**src/rtl/collision_pkg.sv**
```systemverilog
// collision_pkg: types and constants shared by the hazard arbiter and the
// score/display logic.
//   game_state_e : arbiter state (PLAY, GRACE, OVER, WON)
//   LIVES_W      : width of the lives counter seen by score/display
package collision_pkg;

  localparam int LIVES_W = 4;

  typedef enum logic [1:0] {
    PLAY  = 2'd0,
    GRACE = 2'd1,
    OVER  = 2'd2,
    WON   = 2'd3
  } game_state_e;

endpackage

```
**src/rtl/collision_lives_grace_timer.sv**
```systemverilog
// grace_timer: loadable down-counter for the post-hit invulnerability window.
// Ports:
//   clk    in  system clock
//   reset  in  asynchronous active-high reset, clears the count
//   load   in  load 'value' into the counter on this edge
//   value  in  [WIDTH-1:0] value to load
//   done   out count has reached zero
// The counter stops at zero, so done stays high until the next load.
module grace_timer #(
  parameter int WIDTH = 4
) (
  input  logic             clk,
  input  logic             reset,
  input  logic             load,
  input  logic [WIDTH-1:0] value,
  output logic             done
);

  logic [WIDTH-1:0] count_r;

  // count register: load has priority, otherwise count down and hold at zero
  always_ff @(posedge clk or posedge reset) begin
    if (reset) begin
      count_r <= {WIDTH{1'b0}};
    end else if (load) begin
      count_r <= value;
    end else if (count_r != {WIDTH{1'b0}}) begin
      count_r <= count_r - {{(WIDTH-1){1'b0}}, 1'b1};
    end else begin
      count_r <= count_r;
    end
  end

  assign done = (count_r == {WIDTH{1'b0}});

endmodule

```
**src/rtl/collision_lives.sv**
```systemverilog
// collision_lives: per-frame hazard arbiter for the Frogger playfield.
// Samples hazard[frog_x][frog_y] every clock and tracks lives, the post-hit
// invulnerability window, game over and the win on reaching the goal row.
// Ports:
//   clk           in  system clock
//   reset         in  asynchronous active-high reset
//   hazard        in  [GRID_W-1:0][GRID_H-1:0] lethal-cell bitmap
//   frog_x/frog_y in  frog grid position
//   restart       in  synchronous new-game request
//   hit           out one-cycle pulse on every life loss
//   respawn       out one-cycle pulse on a non-fatal hit
//   invulnerable  out high while in GRACE
//   lives_left    out remaining lives
//   gameover      out high while in OVER
//   win           out high while in WON
// All outputs are registered; there is no combinational input-to-output path.
module collision_lives
  import collision_pkg::*;
#(
  parameter  int GRID_W       = 16,
  parameter  int GRID_H       = 16,
  parameter  int LIVES        = 3,
  parameter  int GRACE_CYCLES = 8,
  parameter  int GOAL_Y       = GRID_H - 1,
  localparam int XW           = $clog2(GRID_W),
  localparam int YW           = $clog2(GRID_H)
) (
  input  logic                          clk,
  input  logic                          reset,
  input  logic [GRID_W-1:0][GRID_H-1:0] hazard,
  input  logic [XW-1:0]                 frog_x,
  input  logic [YW-1:0]                 frog_y,
  input  logic                          restart,
  output logic                          hit,
  output logic                          respawn,
  output logic                          invulnerable,
  output logic [LIVES_W-1:0]            lives_left,
  output logic                          gameover,
  output logic                          win
);

  localparam int CW = $clog2(GRACE_CYCLES + 1);

  game_state_e        state_r;
  game_state_e        state_next_s;
  logic [LIVES_W-1:0] lives_r;
  logic [LIVES_W-1:0] lives_next_s;
  logic               coll_s;
  logic               goal_s;
  logic               timer_load_s;
  logic [CW-1:0]      timer_value_s;
  logic               timer_done_s;
  logic               hit_next_s;
  logic               respawn_next_s;
  logic               invulnerable_next_s;
  logic               gameover_next_s;
  logic               win_next_s;
  logic               hit_r;
  logic               respawn_r;
  logic               invulnerable_r;
  logic               gameover_r;
  logic               win_r;

  // collision lookup; coordinates outside the grid are never lethal
  always_comb begin
    coll_s = 1'b0;
    if ((int'(frog_x) < GRID_W) && (int'(frog_y) < GRID_H)) begin
      coll_s = hazard[frog_x][frog_y];
    end else begin
      coll_s = 1'b0;
    end
    goal_s = (int'(frog_y) == GOAL_Y);
  end

  grace_timer #(
    .WIDTH (CW)
  ) u_grace_timer (
    .clk   (clk),
    .reset (reset),
    .load  (timer_load_s),
    .value (timer_value_s),
    .done  (timer_done_s)
  );

  // state and lives registers
  always_ff @(posedge clk or posedge reset) begin
    if (reset) begin
      state_r <= PLAY;
      lives_r <= LIVES_W'(LIVES);
    end else begin
      state_r <= state_next_s;
      lives_r <= lives_next_s;
    end
  end

  // next-state, lives and timer control; restart beats everything,
  // collision beats the goal row
  always_comb begin
    state_next_s  = state_r;
    lives_next_s  = lives_r;
    timer_load_s  = 1'b0;
    timer_value_s = {CW{1'b0}};
    if (restart) begin
      state_next_s = PLAY;
      lives_next_s = LIVES_W'(LIVES);
      timer_load_s = 1'b1;
    end else begin
      case (state_r)
        PLAY: begin
          if (coll_s) begin
            // lives_r <= 1 also guards the counter against underflow
            if (lives_r <= LIVES_W'(1)) begin
              state_next_s = OVER;
              lives_next_s = {LIVES_W{1'b0}};
            end else begin
              state_next_s  = GRACE;
              lives_next_s  = lives_r - LIVES_W'(1);
              timer_load_s  = 1'b1;
              timer_value_s = CW'(GRACE_CYCLES - 1);
            end
          end else if (goal_s) begin
            state_next_s = WON;
          end else begin
            state_next_s = PLAY;
          end
        end
        GRACE: begin
          if (timer_done_s) begin
            state_next_s = PLAY;
          end else begin
            state_next_s = GRACE;
          end
        end
        OVER:    state_next_s = OVER;
        WON:     state_next_s = WON;
        default: state_next_s = PLAY;
      endcase
    end
  end

  // output decode from the transition being taken; pulses come only from PLAY
  always_comb begin
    hit_next_s          = (state_r == PLAY) &&
                          ((state_next_s == GRACE) || (state_next_s == OVER));
    respawn_next_s      = (state_r == PLAY) && (state_next_s == GRACE);
    invulnerable_next_s = (state_next_s == GRACE);
    gameover_next_s     = (state_next_s == OVER);
    win_next_s          = (state_next_s == WON);
  end

  // output registers
  always_ff @(posedge clk or posedge reset) begin
    if (reset) begin
      hit_r          <= 1'b0;
      respawn_r      <= 1'b0;
      invulnerable_r <= 1'b0;
      gameover_r     <= 1'b0;
      win_r          <= 1'b0;
    end else begin
      hit_r          <= hit_next_s;
      respawn_r      <= respawn_next_s;
      invulnerable_r <= invulnerable_next_s;
      gameover_r     <= gameover_next_s;
      win_r          <= win_next_s;
    end
  end

  assign hit          = hit_r;
  assign respawn      = respawn_r;
  assign invulnerable = invulnerable_r;
  assign lives_left   = lives_r;
  assign gameover     = gameover_r;
  assign win          = win_r;

endmodule
```
**config.mk**
```make
export PLATFORM = sky130hd
export DESIGN_NAME = collision_lives
export DESIGN_NICKNAME = d
export VERILOG_FILES = /design/src/rtl/collision_pkg.sv /design/src/rtl/collision_lives_grace_timer.sv /design/src/rtl/collision_lives.sv
export SDC_FILE = /design/constraint.sdc
export NUM_CORES = 1
export LEC_CHECK = 0
export ABC_AREA = 1
export CAP_MARGIN = 20
export CORE_MARGIN = 2
export CORE_UTILIZATION = 32
export CTS_CLUSTER_SIZE = 10
export DETAILED_ROUTE_END_ITERATION = 16
export GPL_ROUTABILITY_DRIVEN = 0
export PLACE_DENSITY = 0.81
export SETUP_SLACK_MARGIN = 0.5
export SKIP_CTS_REPAIR_TIMING = 1
export SLEW_MARGIN = 20
export SYNTH_ARGS = -nofsm -noshare
export SYNTH_HDL_FRONTEND = slang
export SYNTH_SLANG_ARGS = --single-unit
export TNS_END_PERCENT = 100
```
**constraint.sdc**
```tcl
create_clock -name clk -period 1.88 [get_ports clk]
set_input_delay 0.376 -clock clk [delete_from_list [all_inputs] [get_ports clk]]
set_output_delay 0.376 -clock clk [all_outputs]
set_load 0.05 [all_outputs]
```
After elaboration in Yosys (flattened, before gate mapping)
Cells that the tools add are included.
{"block": "totals", "regBits": 15, "input_bits": 267, "output_inout_bits": 9, "wordCells": 54}
{"block": "op_classes", "addsub": 2, "order_cmp": 3, "n_eq_ne": 7, "mux": 24, "reduce_logical": 10}
{"cell": "$bmux W16 S4", "n": 1}
{"cell": "$mux W4", "n": 6}
{"cell": "$mux W16", "n": 1}
{"cell": "$mux W3", "n": 4}
{"cell": "$lt A4 B5 Y1 const B", "n": 2}
{"cell": "$eq A2 B2 Y1 const B", "n": 4}
{"cell": "$mux W2", "n": 4}
{"cell": "$pmux W2 S4", "n": 1}
{"cell": "$sub A4 B1 Y4 const B", "n": 2}
{"cell": "$mux W1", "n": 6}
{"cell": "$reduce_bool A2 Y1", "n": 3}
{"cell": "$bmux W1 S4", "n": 1}
{"cell": "$eq A2 B1 Y1 const B", "n": 2}
{"cell": "$eq A4 B1 Y1 const B", "n": 1}
{"cell": "$le A4 B1 Y1 const B", "n": 1}
{"cell": "$logic_not A4 Y1", "n": 1}
{"cell": "$reduce_bool A4 Y1", "n": 1}
{"cell": "$logic_and A1 B1 Y1", "n": 2}
{"cell": "$logic_not A2 Y1", "n": 1}
{"cell": "$reduce_and A2 Y1", "n": 1}
{"cell": "$logic_or A1 B1 Y1", "n": 1}

Longest topological paths before layout
{"block": "depth", "word_depth": 10, "mapped_depth": 24, "ltp_nobuf": 22}

Cells and area by module
From an unflattened synthesis, not the netlist that was laid out.
{"block": "hier_totals", "hier_cells": 779, "hier_area_um2": 3778.6}
{"module": "collision_lives", "n_inst": 1, "cells_per_inst": 741, "area_per_inst_um2": 3519.6, "seq_area_each_um2": 277.8}
{"module": "grace_timer", "n_inst": 1, "cells_per_inst": 38, "area_per_inst_um2": 259.0, "seq_area_each_um2": 100.1}

Worst setup path before layout
Ideal clock, no wire load.
{"block": "synth_path", "kind": "input port to flip-flop", "startpoint": "in frog_x[1]", "endpoint": "reg hit_r (netlist: hit)", "setup_ns": 0.121, "arrival_time_ns": 2.203, "required_time_ns": 1.759, "slack_ns": -0.444, "cell_stages": 19, "n_path_buf": 3, "cell_sequence": "buf_2 inv_2 buf_6 buf_4 o21ai_1 o211ai_1 nand3_1 nand2_1 nand2_1 nand3_1 nand3_2 nand2_4 nand2_1 nand3_1 nand2_1 nand2_1 inv_1 ha_1 nor3b_1"}
{"block": "synth_between", "elab_chain_cells": 10, "elab_cells_between_ends": 11, "classes_between": "eq/ne: 2; mux: 7; reduce/logical: 2"}
{"element": "start, declared", "line_no": "collision_lives.sv:31", "rtl": "input logic [XW-1:0] frog_x,"}
{"element": "$bmux W16 S4 *", "line_no": "collision_lives.sv:68", "rtl": "coll_s = hazard[frog_x][frog_y];"}
{"element": "$mux W16 (implied by the code) *", "line_no": "collision_lives.sv:68"}
{"element": "$bmux W1 S4 *", "line_no": "collision_lives.sv:68"}
{"element": "$mux W1 (implied by the code) *", "line_no": "collision_lives.sv:68"}
{"element": "$mux W2 *", "line_no": "collision_lives.sv:110", "rtl": "if (coll_s) begin"}
{"element": "$pmux W2 S4 *", "line_no": "collision_lives.sv:108", "rtl": "case (state_r)"}
{"element": "$mux W2 *", "line_no": "collision_lives.sv:103", "rtl": "if (restart) begin"}
{"element": "via state_next_s[1]", "line_no": "collision_lives.sv:45", "rtl": "game_state_e state_next_s;"}
{"element": "$eq A2 B1 Y1 / $eq A2 B2 Y1 (equally long branches)", "line_no": "collision_lives.sv:144", "rtl": "((state_next_s == GRACE) || (state_next_s == OVER));"}
{"element": "$logic_or A1 B1 Y1 *", "line_no": "collision_lives.sv:144"}
{"element": "$logic_and A1 B1 Y1 *", "line_no": "collision_lives.sv:143", "rtl": "hit_next_s = (state_r == PLAY) &&"}
{"element": "via hit_next_s", "line_no": "collision_lives.sv:53", "rtl": "logic hit_next_s;"}
{"element": "end signal, assigned", "line_no": "collision_lives.sv:160", "rtl": "hit_r <= hit_next_s;"}
{"element": "end, declared", "line_no": "collision_lives.sv:58", "rtl": "logic hit_r;"}
The timed path passes the listed nets; every way through them passes the cells marked *. The select of a mux whose other input is x is not followed.
A chain may end at the register's enable or synchronous reset.

Worst setup path after layout
{"block": "layout_path", "startpoint": "in hazard[141] in the netlist's numbering", "endpoint": "reg hit_r (netlist: hit)"}
{"block": "layout_between", "elab_chain_cells": 10, "elab_cells_between_ends": 11, "classes_between": "eq/ne: 2; mux: 7; reduce/logical: 2"}
{"element": "start, declared", "line_no": "collision_lives.sv:30", "rtl": "input logic [GRID_W-1:0][GRID_H-1:0] hazard,"}
{"element": "$bmux W16 S4 *", "line_no": "collision_lives.sv:68"}
{"element": "$mux W16 (implied by the code) *", "line_no": "collision_lives.sv:68"}
{"element": "$bmux W1 S4 *", "line_no": "collision_lives.sv:68"}
{"element": "$mux W1 (implied by the code) *", "line_no": "collision_lives.sv:68"}
{"element": "$mux W2 *", "line_no": "collision_lives.sv:110"}
{"element": "$pmux W2 S4 *", "line_no": "collision_lives.sv:108"}
{"element": "$mux W2 *", "line_no": "collision_lives.sv:103"}
{"element": "$eq A2 B1 Y1 / $eq A2 B2 Y1 (equally long branches)", "line_no": "collision_lives.sv:144"}
{"element": "$logic_or A1 B1 Y1 *", "line_no": "collision_lives.sv:144"}
{"element": "$logic_and A1 B1 Y1 *", "line_no": "collision_lives.sv:143"}
{"element": "via hit_next_s", "line_no": "collision_lives.sv:53"}
Marks and branches as above.

==> impl_metrics.env <==
export IMPL_run_status="finished with violations"
export IMPL_violations="negative setup slack"
export IMPL_rrSetupSlack_ns=-0.18
export IMPL_finClkSkew_ns=0.0006000
export IMPL_drc=0
export IMPL_setup_viol=14
export IMPL_numCtsBuffers=3
export IMPL_fmax_mhz=446.8
export IMPL_met1_usage_pct=30.94
export IMPL_finalPower_uw=3118
export IMPL_whs_ns=0.5023
export IMPL_cts_htree_levels=1
export IMPL_final_hold_violation_count=0
export IMPL_diodes=0
export IMPL_io_pins=276
export IMPL_drive_gt1_share_pct=18.99
export IMPL_synth_ff_type="dfrtp_1"
export IMPL_fillers=965
export IMPL_ys_types=30
export IMPL_worstSetupStartpointType="primary input"
export IMPL_crit_type="primary input to register"
export IMPL_routed_wl_um=19130
export IMPL_layout_min_cycle_time_ns=2.238
export IMPL_fp_dieArea_um2=12460
export IMPL_synth_fp_nets=1032
export IMPL_cap_violations=0
export IMPL_post_route_util_pct=70.01
export IMPL_post_dp_hpwl_um=12870
export IMPL_grt_max_degree=49
export IMPL_grt_pass1_wl_um=25750
export IMPL_synthArstFlopShare_pct=100.0
export IMPL_clock_latency_ns=0.24
export IMPL_grt_most_used_layer="met2"
export IMPL_setup_worst_path_end_class="register"
export IMPL_die_w_um=111.6
export IMPL_postRouteAntennaNets=0
export IMPL_nNetsFinal=1320
export IMPL_power_leakage_uw=0.004808
export IMPL_required_ns=2.00
export IMPL_avgSynthCellArea_um2=4.870
export IMPL_syn_area_um2=3706
export IMPL_clockRootBuffer="clkbuf_16"
export IMPL_cts_tree="built"
export IMPL_portBuffers=275
export IMPL_drt_first_pass_iters=5
export IMPL_grt_usage_pct=24.57
export IMPL_setup_ws_ns=-0.3581
export IMPL_ys_ff_latch=15
export IMPL_floorplan_initialDensity_pct=32.60
export IMPL_die_y_um=111.6
export IMPL_arrival_ns=2.36
export IMPL_peakVddDrop_v=0.0003361
export IMPL_tightest_slew_ns=0.5651
export IMPL_gr_usage_met3_pct=2.831
export IMPL_synth_largest_area_cell="nand2_1"
export IMPL_rr_worst_depth=12
export IMPL_rsz0062_at_grt="yes"
export IMPL_yosys_warnings=0
export IMPL_max_slew_margin_pct=62.29
export IMPL_min_delay_path_class="primary input to async pin"
export IMPL_core_area_um2=11370
export IMPL_clk_pin_slew_ns=0.04
export IMPL_cts_sinks=15
export IMPL_overflow=0
export IMPL_first_iter_violations=524
export IMPL_synth_edf_count=0
export IMPL_cts_buffer_depth=2
export IMPL_cellPowerDensity_nw_per_um2=391.8
export IMPL_met2_usage_pct=45.37
export IMPL_antenna_found_initial=0
export IMPL_vias=6095
export IMPL_pre_cts_slack_ns=-0.8602
export IMPL_netlist_area_leader_share_pct=35.65
export IMPL_wl_per_cell_um=16.06
export IMPL_synth_area_leaders="nand2_1 (36%), nand3_1 (25%), dfrtp_1 (8.8%)"
export IMPL_post_dp_cell_area_um2=6714
export IMPL_seq_area_frac_synth_pct=10.20
export IMPL_syn_inst=761
export IMPL_grt_pass1_vias=5396
export IMPL_slew_viol_final=0
export IMPL_via_per_inst=5.118
export IMPL_rows=39
export IMPL_period_share_pct=119.0
export IMPL_syn_to_final_growth_pct=114.8
export IMPL_critical_path_max_fanout=3
export IMPL_post_route_cell_area_um2=7960
critical path: stages:
cell and delay [ns]:
clkdlybuf4s50_1 0.45, nand2_1 0.07, nand3_2 0.09, nand3_2 0.07, nand2_1 0.09, nand2_1 0.07, nand3_1 0.09, nand3_1 0.08
nand2_2 0.06, nand2_1 0.04, nand2_1 0.06, inv_2 0.06, nand2_4 0.07, nand2_2 0.06, nand3_2 0.06, nand2_2 0.06
nand2_2 0.09, inv_2 0.05, ha_4 0.22, nor3b_2 0.15
stage by stage:
| stage | instances | TNS, ns |
|---|---|---|
| final | 1191 | -2.632 |
| after detailed placement | 1173 | -8.152 |
| after CTS | 1177 | -4.634 |
| after global placement | 1173 | -7.456 |
| after floorplan | 761 | -0.6446 |
| after global routing | 1191 | -4.966 |
kinds of logic after synthesis:
group | after synthesis | share of synthesized area [%]
adder cells (fa/ha/maj) | 4 | 1.350
buffers and inverters | 129 | 17.29
AND/OR/NAND/NOR | 579 | 65.77
XOR/XNOR | 3 | 0.7091
AO/OA/AOI/OAI | 31 | 4.693
flip-flops | 15 | 10.20
synth_stat cells (all sizes together), types with 2 or more instances:
cell and n:
a21oi 5, buf 45, clkbuf 7, clkinv 2, dfrtp 13, dfstp 2, ha 4, inv 75
nand2 354, nand3 184, nor2 38, nor3 2, o211ai 4, o21ai 21, xnor2 2
power breakdown:
group          leakage [uW]  internal (uW)  total, uW  switching [uW]
Clock             0.0000382            286        402             116
Sequential         0.000195            412        470            58.0
Combinational       0.00458           1140       2250            1110
cell type report:
class	instances	area, um2	area share [%]
Tap cell	143	178.9	2.248
Timing Repair inverter	1	8.758	0.1100
Multi-Input combinational cell	617	3202	40.22
Clock buffer	4	78.83	0.9903
Sequential cell	15	377.9	4.747
Timing Repair Buffer	334	3797	47.71
Inverter	77	316.6	3.977
layout by cell type (no fill, tap or decap), types with 2 or more instances in the layout:
cell               n
nand2_1          330
clkdlybuf4s50_1  153
dlymetal6s2s_1   113
nand3_1          104
nand3_2           77
inv_1             68
nor2_1            36
buf_4             34
nand2_2           23
dfrtp_1           13
o21ai_1           12
buf_6             11
clkbuf_16         10
buf_12             8
inv_2              6
o21ai_0            6
o211ai_1           4
o21ai_2            3
a21oi_2            3
nand3_4            3
ha_1               3
buf_16             3
buf_8              3
a21oi_1            2
xnor2_1            2
dfstp_2            2
routing by layer:
metal  share of wire, %  wire length, um  vias to the layer above
li1                   -                -                     2969
met1                 40             7715                     2841
met2                 52             9966                      255
met3                5.7             1084                       30
met4                1.9              361                        0
met5                  0                0                        -
flip-flops by register name, summed over array words and instances (netlist names):
| register | count |
|---|---|
| state_r | 2 |
| respawn | 1 |
| hit | 1 |
| win | 1 |
| gameover | 1 |
| invulnerable | 1 |
| u_grace_timer.count_r | 4 |
| lives_left | 4 |
path summary, 6_finish.rpt:
check	start	end
worst max-delay path	hazard[141]	hit$_DFF_PP0_
worst min-delay path	reset	respawn$_DFF_PP0_
worst max register to register	lives_left[1]$_DFFE_PP1P_	hit$_DFF_PP0_
worst min register to register	state_r[0]$_DFF_PP0_	hit$_DFF_PP0_
max in group asynchronous	reset	lives_left[0]$_DFFE_PP1P_
min in group clk	state_r[0]$_DFF_PP0_	hit$_DFF_PP0_
No activity file was read; power rests on OpenSTA's default activity.
